===== src/rtl/lpc_io_host.sv =====
// lpc_io_host: LPC host initiator for 8-bit I/O read/write cycles with SYNC wait, error and timeout handling.
module lpc_io_host #(
  parameter int unsigned NOSYNC_LIMIT = 3,
  parameter int unsigned WAIT_LIMIT   = 255
) (
  input  logic        PciReset,
  input  logic        LpcClock,
  input  logic        Req,
  input  logic        ReqWr,
  input  logic [15:0] ReqAddr,
  input  logic [7:0]  ReqWrData,
  output logic        Busy,
  output logic        Done,
  output logic        Error,
  output logic [7:0]  RdData,
  output logic        LpcFrameN,
  output logic [3:0]  LadOut,
  output logic        LadOe,
  input  logic [3:0]  LadIn
);
  localparam logic [4:0] S_IDLE  = 5'd0;
  localparam logic [4:0] S_START = 5'd1;
  localparam logic [4:0] S_CYC   = 5'd2;
  localparam logic [4:0] S_A3    = 5'd3;
  localparam logic [4:0] S_A2    = 5'd4;
  localparam logic [4:0] S_A1    = 5'd5;
  localparam logic [4:0] S_A0    = 5'd6;
  localparam logic [4:0] S_D0    = 5'd7;
  localparam logic [4:0] S_D1    = 5'd8;
  localparam logic [4:0] S_HTAR0 = 5'd9;
  localparam logic [4:0] S_HTAR1 = 5'd10;
  localparam logic [4:0] S_SYNC  = 5'd11;
  localparam logic [4:0] S_RD0   = 5'd12;
  localparam logic [4:0] S_RD1   = 5'd13;
  localparam logic [4:0] S_PTAR0 = 5'd14;
  localparam logic [4:0] S_PTAR1 = 5'd15;
  localparam logic [4:0] S_ABORT = 5'd16;
  localparam logic [4:0] S_FIN   = 5'd17;
  localparam logic [3:0] L_NOSYNC = NOSYNC_LIMIT[3:0];
  localparam logic [7:0] L_WAIT   = WAIT_LIMIT[7:0];
  logic [4:0]  r_state;
  logic        r_wr;
  logic [15:0] r_addr;
  logic [7:0]  r_wdata;
  logic [3:0]  r_nosync;
  logic [7:0]  r_wait;
  logic [1:0]  r_abort;
  logic [4:0]  w_nstate;
  logic [3:0]  w_lad;
  logic [3:0]  w_nosync_inc;
  logic [7:0]  w_wait_inc;
  logic        w_is_ok;
  logic        w_is_wait;
  assign w_nosync_inc = r_nosync + 4'd1;
  assign w_wait_inc   = r_wait + 8'd1;
  assign w_is_ok      = (LadIn == 4'h0) || (LadIn == 4'hA);
  assign w_is_wait    = (LadIn == 4'h5) || (LadIn == 4'h6);
  always_comb begin
    w_nstate = r_state;
    case (r_state)
      S_IDLE:  w_nstate = Req ? S_START : S_IDLE;
      S_START: w_nstate = S_CYC;
      S_CYC:   w_nstate = S_A3;
      S_A3:    w_nstate = S_A2;
      S_A2:    w_nstate = S_A1;
      S_A1:    w_nstate = S_A0;
      S_A0:    w_nstate = r_wr ? S_D0 : S_HTAR0;
      S_D0:    w_nstate = S_D1;
      S_D1:    w_nstate = S_HTAR0;
      S_HTAR0: w_nstate = S_HTAR1;
      S_HTAR1: w_nstate = S_SYNC;
      S_SYNC:  w_nstate = w_is_ok ? (r_wr ? S_PTAR0 : S_RD0) :
                          w_is_wait ? ((w_wait_inc == L_WAIT) ? S_ABORT : S_SYNC) :
                          ((w_nosync_inc == L_NOSYNC) ? S_ABORT : S_SYNC);
      S_RD0:   w_nstate = S_RD1;
      S_RD1:   w_nstate = S_PTAR0;
      S_PTAR0: w_nstate = S_PTAR1;
      S_PTAR1: w_nstate = S_FIN;
      S_ABORT: w_nstate = (r_abort == 2'd3) ? S_FIN : S_ABORT;
      default: w_nstate = S_IDLE;
    endcase
  end
  // Outputs are registered from the next state so each value appears during its state.
  always_comb begin
    w_lad = 4'hF;
    case (w_nstate)
      S_START: w_lad = 4'h0;
      S_CYC:   w_lad = {2'b00, r_wr, 1'b0};
      S_A3:    w_lad = r_addr[15:12];
      S_A2:    w_lad = r_addr[11:8];
      S_A1:    w_lad = r_addr[7:4];
      S_A0:    w_lad = r_addr[3:0];
      S_D0:    w_lad = r_wdata[3:0];
      S_D1:    w_lad = r_wdata[7:4];
      default: w_lad = 4'hF;
    endcase
  end
  always_ff @(posedge LpcClock or negedge PciReset) begin
    if (!PciReset) begin
      r_state   <= S_IDLE;
      r_wr      <= 1'b0;
      r_addr    <= 16'h0000;
      r_wdata   <= 8'h00;
      r_nosync  <= 4'd0;
      r_wait    <= 8'd0;
      r_abort   <= 2'd0;
      Busy      <= 1'b0;
      Done      <= 1'b0;
      Error     <= 1'b0;
      RdData    <= 8'h00;
      LpcFrameN <= 1'b1;
      LadOut    <= 4'hF;
      LadOe     <= 1'b0;
    end else begin
      r_state   <= w_nstate;
      LpcFrameN <= !((w_nstate == S_START) || (w_nstate == S_ABORT));
      LadOe     <= ((w_nstate >= S_START) && (w_nstate <= S_HTAR0)) || (w_nstate == S_ABORT);
      LadOut    <= w_lad;
      Done      <= (w_nstate == S_FIN);
      r_abort   <= (r_state == S_ABORT) ? r_abort + 2'd1 : 2'd0;
      if ((r_state == S_IDLE) && Req) begin
        r_wr    <= ReqWr;
        r_addr  <= ReqAddr;
        r_wdata <= ReqWrData;
        Error   <= 1'b0;
        Busy    <= 1'b1;
      end
      if (w_nstate == S_FIN) Busy <= 1'b0;
      if (((r_state == S_SYNC) && (LadIn == 4'hA)) || (w_nstate == S_ABORT)) Error <= 1'b1;
      if (r_state == S_RD0) RdData[3:0] <= LadIn;
      if (r_state == S_RD1) RdData[7:4] <= LadIn;
      if (r_state != S_SYNC) begin
        r_nosync <= 4'd0;
        r_wait   <= 8'd0;
      end else if (w_is_wait) begin
        r_wait   <= w_wait_inc;
        r_nosync <= 4'd0;
      end else if (!w_is_ok) begin
        r_nosync <= w_nosync_inc;
      end
    end
  end
endmodule


===== config.mk =====
export PLATFORM = sky130hd
export DESIGN_NAME = lpc_io_host
export DESIGN_NICKNAME = d
export VERILOG_FILES = /design/src/rtl/lpc_io_host.sv
export SDC_FILE = /design/constraint.sdc
export NUM_CORES = 1
export LEC_CHECK = 0
export ABC_AREA = 1
export BUFFER_PORTS_ARGS = -buffer_cell sky130_fd_sc_hd__buf_2
export CAP_MARGIN = 20
export CORE_MARGIN = 5
export CORE_UTILIZATION = 58
export CTS_BUF_LIST = sky130_fd_sc_hd__clkbuf_8
export CTS_CLUSTER_DIAMETER = 60
export DETAILED_ROUTE_END_ITERATION = 12
export PLACE_DENSITY_LB_ADDON = 0.15
export SYNTH_ARGS = -nofsm -noshare
export SYNTH_HDL_FRONTEND = slang
export SYNTH_SLANG_ARGS = --single-unit

===== constraint.sdc =====
create_clock -name LpcClock -period 1.8 [get_ports LpcClock]
set_input_delay 0.18 -clock LpcClock [delete_from_list [all_inputs] [get_ports LpcClock]]
set_output_delay 0.18 -clock LpcClock [all_outputs]
set_load 0.02 [all_outputs]

==> summary.txt, run 1 <==
Reg2reg start = r_state[4]$_DFF_PN0_
Gpl congestion = 0.9326
CP Launch Type = flop
Post-synth cell types = 35
Post-layout util = 0.7207
Vias = 2650
Die Footprint = 6817 µm²
Number of global-route vias before repair = 2493
Max-cap viol count = 0
Crit Path Max Fanout = 12
Fmax = 590.5 MHz
Clock Sinks = 61
CP endpoint kind = flop
Max-slew headroom = 0.6933
Post-synth top area cell = dfrtp_1
Period utilization = 0.9409
Number of remaining DRC errors = 0
Slew Viols, Final = 0
Row cnt = 26
Root Driver = clkbuf_8
Final setup vio count = 0
Setup TNS = 0 ns
Max rail drop VDD = 741.2 µV
DR vias/cell = 5.227
RSZ-0062 raised after global routing = no
Synth top area cells = dfrtp_1 46%, nand2_1 16%, dfstp_2 4.3%
Hpwl dp = 4.801 mm
Crit Path Class = flop to flop
Register Area = 1533 µm²
DRT Pass-1 Iters = 5
Synthesized netlist cell count = 371
Pre-CTS setup slack = 0.1503 ns
Worst hold start = ReqAddr[2]
Flops & latches, synth = 61
P&R area growth vs syn = 20.52%
Final WS setup = 0.1065 ns
Inserted Diodes = 0
Clock buffer count from CTS = 9
Num ports = 49
Syn Std Cell Area = 3054 µm²
First-pass GRT wire length = 10.94 mm
Final nets = 469
Syn. warnings = 0
GRT Total Usage = 0.2116
Initial Util = 0.5980
HP Class = input port to flop
Clock Skews = 0.008852 ns
Die Span Y = 82.57 µm
Multi-input logic area = 1335 µm²
Die width = 82.57 µm
Fin crit period = 1.694 ns
Sequential share of the synthesized area = 0.5018
Mapped Nets = 408
Worst slew pin tran = 0.4543 ns
Synth Area per Inst = 8.232 µm²
CTS clk-pin slew, worst paths = 0.07 ns
Yosys top cell area share = 0.4588
Post-CTS Setup Repair Bufs = 0
Initial antenna violation count = 0
Hold Fails Final Rpt = 0
Largest net degree at the start of global routing = 62
WL per Instance = 13.17 µm
Htree depth = 3
Cell total after placement = 490
WP data required = 2.02 ns
CP Data Arrival Time = 1.91 ns
TritonCTS clock tree = built
Layout cells sized above 1 = 0.2426
Grt ovf = 0
Clock buffer depth = 2
Worst Setup SP = r_state[4]$_DFF_PN0_
Fin cells = 507
Power per cell area = 1521 nW/µm²
Leak = 1.870 nW
Outcome = finished, final reports clean
CORE AREA = 5107 µm²
1st-iter DRT viols = 206
Clock Latency Late Sink = 0.33 ns
Final antenna-violating net count = 0
Drt total wl = 6.678 mm
Port bufs = 48
Layout fillers = 402
Yosys cell counts:
library cell / count
nand2_1: 128
o21ai_0: 22
o311ai_0: 2
inv_4: 1
clkbuf_1: 2
nor2_2: 4
o31ai_1: 1
xor2_1: 1
dfstp_2: 5
a32oi_1: 1
nor2_8: 1
o21ai_1: 6
nand4_1: 9
inv_2: 10
buf_2: 4
nor4_1: 1
nand3_1: 10
a22oi_1: 1
o31ai_4: 1
nand4_4: 1
xnor2_1: 1
o22ai_1: 2
dfrtp_1: 56
ha_1: 5
nor2_1: 28
a31oi_1: 2
o21bai_1: 1
nor3_1: 4
a32o_1: 3
inv_1: 34
a221oi_1: 3
nand2_2: 2
nand3_2: 8
nor2_4: 3
a21oi_1: 8
power by group:
part | switching (mW) | total [mW] | internal, mW
Clock | 0.509 | 1.35 | 0.845
Combinational | 1.32 | 2.04 | 0.717
Sequential | 0.300 | 2.21 | 1.91
worst max-delay path, cell delays in order, from the launching register on:
cell	delay, ns
dfrtp_1	0.40
inv_2	0.13
nand3_2	0.17
nor2_1	0.07
buf_4	0.16
a31oi_1	0.25
nand3_1	0.13
o21ai_0	0.19
nand2_1	0.08
cell usage in the layout (no fill, tap or decap), types with 2 or more instances in the layout:
cell type  Yosys  routed
o22ai_1        2       2
inv_1         34      36
a221oi_1       3       3
a31oi_1        2       2
nor2_2         4       4
nor2_4         3       3
nand2_1      128     128
nand3_2        8       8
nand3_1       10      10
nor3_1         4       4
nand2_2        2       2
nor2_1        28      28
dfrtp_1       56      56
o21ai_1        6       6
clkbuf_8       0      11
bufinv_16      0       2
ha_1           5       4
inv_2         10      10
buf_4          0       5
buf_2          4      48
dfstp_2        5       5
buf_12         0       2
a32o_1         3       3
nand4_1        9       9
o21ai_0       22      22
a21oi_1        8       8
o311ai_0       2       2
final cells by class:
| type | instances | share of cell area |
|---|---|---|
| well taps | 70 | 0.02379 |
| clock buffers | 11 | 0.04113 |
| flip-flops and latches | 61 | 0.4164 |
| repair buffers | 56 | 0.08905 |
| multi-input cells | 259 | 0.3627 |
| clock inverters | 5 | 0.02039 |
| inverters | 45 | 0.04657 |
worst paths after layout:
check                      depth (start not counted)  slack, ns                    end
max                                                8       0.11        LadOe$_DFF_PN0_
min                                                3       0.03  r_addr[2]$_DFFE_PN0P_
max reg2reg                                        8       0.11        LadOe$_DFF_PN0_
min reg2reg                                        1       0.45   r_abort[0]$_DFF_PN0_
max in group asynchronous                          3       1.12    LadOut[1]$_DFF_PN1_
min in group asynchronous                          3       0.39  RdData[3]$_DFFE_PN0P_
repair_timing:
action	CTS	global route
hold buffers	1	0
resized for setup	0	2
endpoints found under the setup margin	0	3
endpoints found under the hold margin	56	0
cells by family (layout without fill, tap and decap cells):
logic type | count (synthesis) | after routing | share of synthesized area
simple gates | 199 | 199 | 0.2982
fa+ha+maj | 5 | 5 | 0.02048
xor+xnor | 2 | 2 | 0.005736
compound gates | 53 | 53 | 0.1086
buf+inv | 51 | 117 | 0.06514
flops | 61 | 61 | 0.5018
registers in the layout, indices dropped and copies added (netlist names):
register   flops
Done           1
r_wait         8
r_wr           1
LadOe          1
r_nosync       4
r_wdata        8
r_state        5
Error          1
r_addr        16
RdData         8
r_abort        2
LadOut         4
LpcFrameN      1
Busy           1
layer usage:
metal	wire length, µm	vias up	GRT usage
li1	-	1336	-
met1	3037	1193	0.2840
met2	3017	101	0.3285
met3	486	20	0.04881
met4	136	0	0.09150
met5	0	-	0
stage by stage:
step	hold WS, ns	power [mW]	area [µm²]
finish	0.03187	5.600	3681
global route	0.03727	5.998	3681
CTS	0.02270	5.629	3669
detailed placement	0.2102	4.254	3432
global placement	0.2104	4.200	3432
floorplan	-0.1156	3.607	3054
Power figures use the tool's default switching activity.
==> run 2, diff against run 1 <==
Settings changed: CORE_ASPECT_RATIO from default to 1.2.
==> summary.txt, run 2 (same netlist as run 1, synthesis figures left out) <==
Outcome = finished, final reports clean (unchanged)
DP Area = 3410 µm² (was 3432 µm²)
Max reg flops = 16 (unchanged)
Most common cell after layout, fill and taps aside = nand2_1 (unchanged)
Multi-input logic area = 1328 µm² (was 1335 µm²)
Worst slew pin tran = 0.6115 ns (was 0.4543 ns)
Number of global-route vias before repair = 2706 (was 2493)
CP Launch Type = flop (unchanged)
Pre-CTS setup slack = 0.1567 ns (was 0.1503 ns)
Max-slew headroom = 0.5872 (was 0.6933)
TritonCTS clock tree = built (unchanged)
Hpwl dp = 5.072 mm (was 4.801 mm)
Die Span Y = 89.49 µm (was 82.57 µm)
Final nets = 470 (was 469)
Die Footprint = 6823 µm² (was 6817 µm²)
Grt ovf = 0 (unchanged)
Fin cells = 500 (was 507)
Power per cell area = 1485 nW/µm² (was 1521 nW/µm²)
Gpl congestion = 0.9400 (was 0.9326)
HP Class = input port to flop (unchanged)
Most frequent cells in the layout = 128 x nand2_1, 55 x dfrtp_1, 48 x buf_2 (was 128 x nand2_1, 56 x dfrtp_1, 48 x buf_2)
CTS clk-pin slew, worst paths = 0.07 ns (about the same)
Clock Sinks = 61 (unchanged)
Fmax = 613.8 MHz (was 590.5 MHz)
Max rail drop VDD = 906.6 µV (was 741.2 µV)
Inserted Diodes = 0 (unchanged)
1st-iter DRT viols = 178 (was 206)
Clock Skews = 0.01516 ns (was 0.008852 ns)
Hold Fails Final Rpt = 0 (unchanged)
Reg2Reg Setup Slack = 0.17 ns (was 0.11 ns)
Row cnt = 29 (was 26)
Die width = 76.25 µm (was 82.57 µm)
Worst hold path depth = 3 (unchanged)
Crit Path Max Fanout = 5 (was 12)
CP endpoint kind = flop (unchanged)
Layout fillers = 431 (was 402)
Post-Layout Inst Area = 3621 µm² (was 3681 µm²)
CORE AREA = 5189 µm² (was 5107 µm²)
DRT Pass-1 Iters = 4 (was 5)
Leak = 1.857 nW (was 1.870 nW)
Cell total after placement = 482 (was 490)
R2R cell count = 13 (was 8)
Port bufs = 48 (unchanged)
P&R area growth vs syn = 18.56% (was 20.52%)
WL per Instance = 13.70 µm (was 13.17 µm)
Htree depth = 3 (unchanged)
Max-cap viol count = 0 (unchanged)
Drt total wl = 6.851 mm (was 6.678 mm)
Final WS setup = 0.1708 ns (was 0.1065 ns)
Clock buffer depth = 2 (unchanged)
Register Area = 1534 µm² (was 1533 µm²)
Clock buffer count from CTS = 9 (unchanged)
Layout cells sized above 1 = 0.2511 (was 0.2426)
CP Data Arrival Time = 1.91 ns (about the same)
Slew Viols, Final = 0 (unchanged)
Period utilization = 0.9051 (was 0.9409)
Fin crit period = 1.629 ns (was 1.694 ns)
DR vias/cell = 5.370 (was 5.227)
Pwr Total = 5.376 mW (was 5.600 mW)
Clock Latency Late Sink = 0.34 ns (was 0.33 ns)
Final setup vio count = 0 (unchanged)
Num ports = 49 (unchanged)
Initial Util = 0.5886 (was 0.5980)
Vias = 2685 (was 2650)
First-pass GRT wire length = 11.88 mm (was 10.94 mm)
RSZ-0062 raised after global routing = no (unchanged)
Crit Path Class = flop to flop (unchanged)
Number of remaining DRC errors = 0 (unchanged)
Initial antenna violation count = 0 (unchanged)
Root Driver = clkbuf_8 (unchanged)
Largest net degree at the start of global routing = 62 (unchanged)
GRT Total Usage = 0.2202 (was 0.2116)
Final antenna-violating net count = 0 (unchanged)
Setup TNS = 0 ns (unchanged)
Biggest register = r_addr (unchanged)
WP data required = 2.08 ns (was 2.02 ns)
## run 2: path summary, 6_finish.rpt
path	from	to
max	r_wait[1]$_DFFE_PN0P_	Error$_DFFE_PN0P_
min	ReqWrData[6]	r_wdata[6]$_DFFE_PN0P_
max reg2reg	r_wait[1]$_DFFE_PN0P_	Error$_DFFE_PN0P_
min reg2reg	r_abort[0]$_DFF_PN0_	r_abort[0]$_DFF_PN0_
max in group asynchronous	PciReset	LadOut[2]$_DFF_PN1_
min in group asynchronous	PciReset	Busy$_DFFE_PN0P_
## run 2: per-stage QoR
step | hold WS, ns | util
4_1_cts | 0.02732 | 0.6952
3_3_place_gp | 0.2101 | 0.6571
5_1_grt | 0.03300 | 0.6979
6_report | 0.03431 | 0.6979
2_1_floorplan | -0.1156 | -
3_5_place_dp | 0.2094 | 0.6571
## run 2: layout make-up
| class | count | share of cell area |
|---|---|---|
| clock inverter | 4 | 0.006220 |
| timing repair buffer | 57 | 0.08915 |
| multi-input combinational | 259 | 0.3666 |
| clock buffer | 12 | 0.04561 |
| sequential | 61 | 0.4236 |
| inverter | 45 | 0.04734 |
| tap | 62 | 0.02142 |
## run 2: report_power, final
group	switching, mW	internal [mW]
Clock	0.525	0.605
Sequential	0.304	1.91
Combinational	1.33	0.703
## run 2: worst max-delay path, stage by stage, from the launching register on
cell and delay [ns]:
dfrtp_2 0.41, ha_2 0.22, inv_1 0.05, nand2_1 0.05, nand2_1 0.07, nor2_1 0.09
nand2_1 0.06, nor2_1 0.14, nand3_2 0.12, nand2_1 0.09, nand3_2 0.08, nand2_2 0.08
nand2_2 0.06, nand2_1 0.05
## run 2: layer usage
| metal | GRT usage | part of all wire |
|---|---|---|
| met1 | 0.2565 | 0.42 |
| met2 | 0.3886 | 0.52 |
| met3 | 0.04234 | 0.043 |
| met4 | 0.1176 | 0.024 |
| met5 | 0 | 0 |
## run 2: timing repair
item,CTS,global route
buffers inserted,0,1
setup endpoints to repair,0,3
hold buffers,1,0
resized for setup,0,3
hold endpoints to repair,56,0
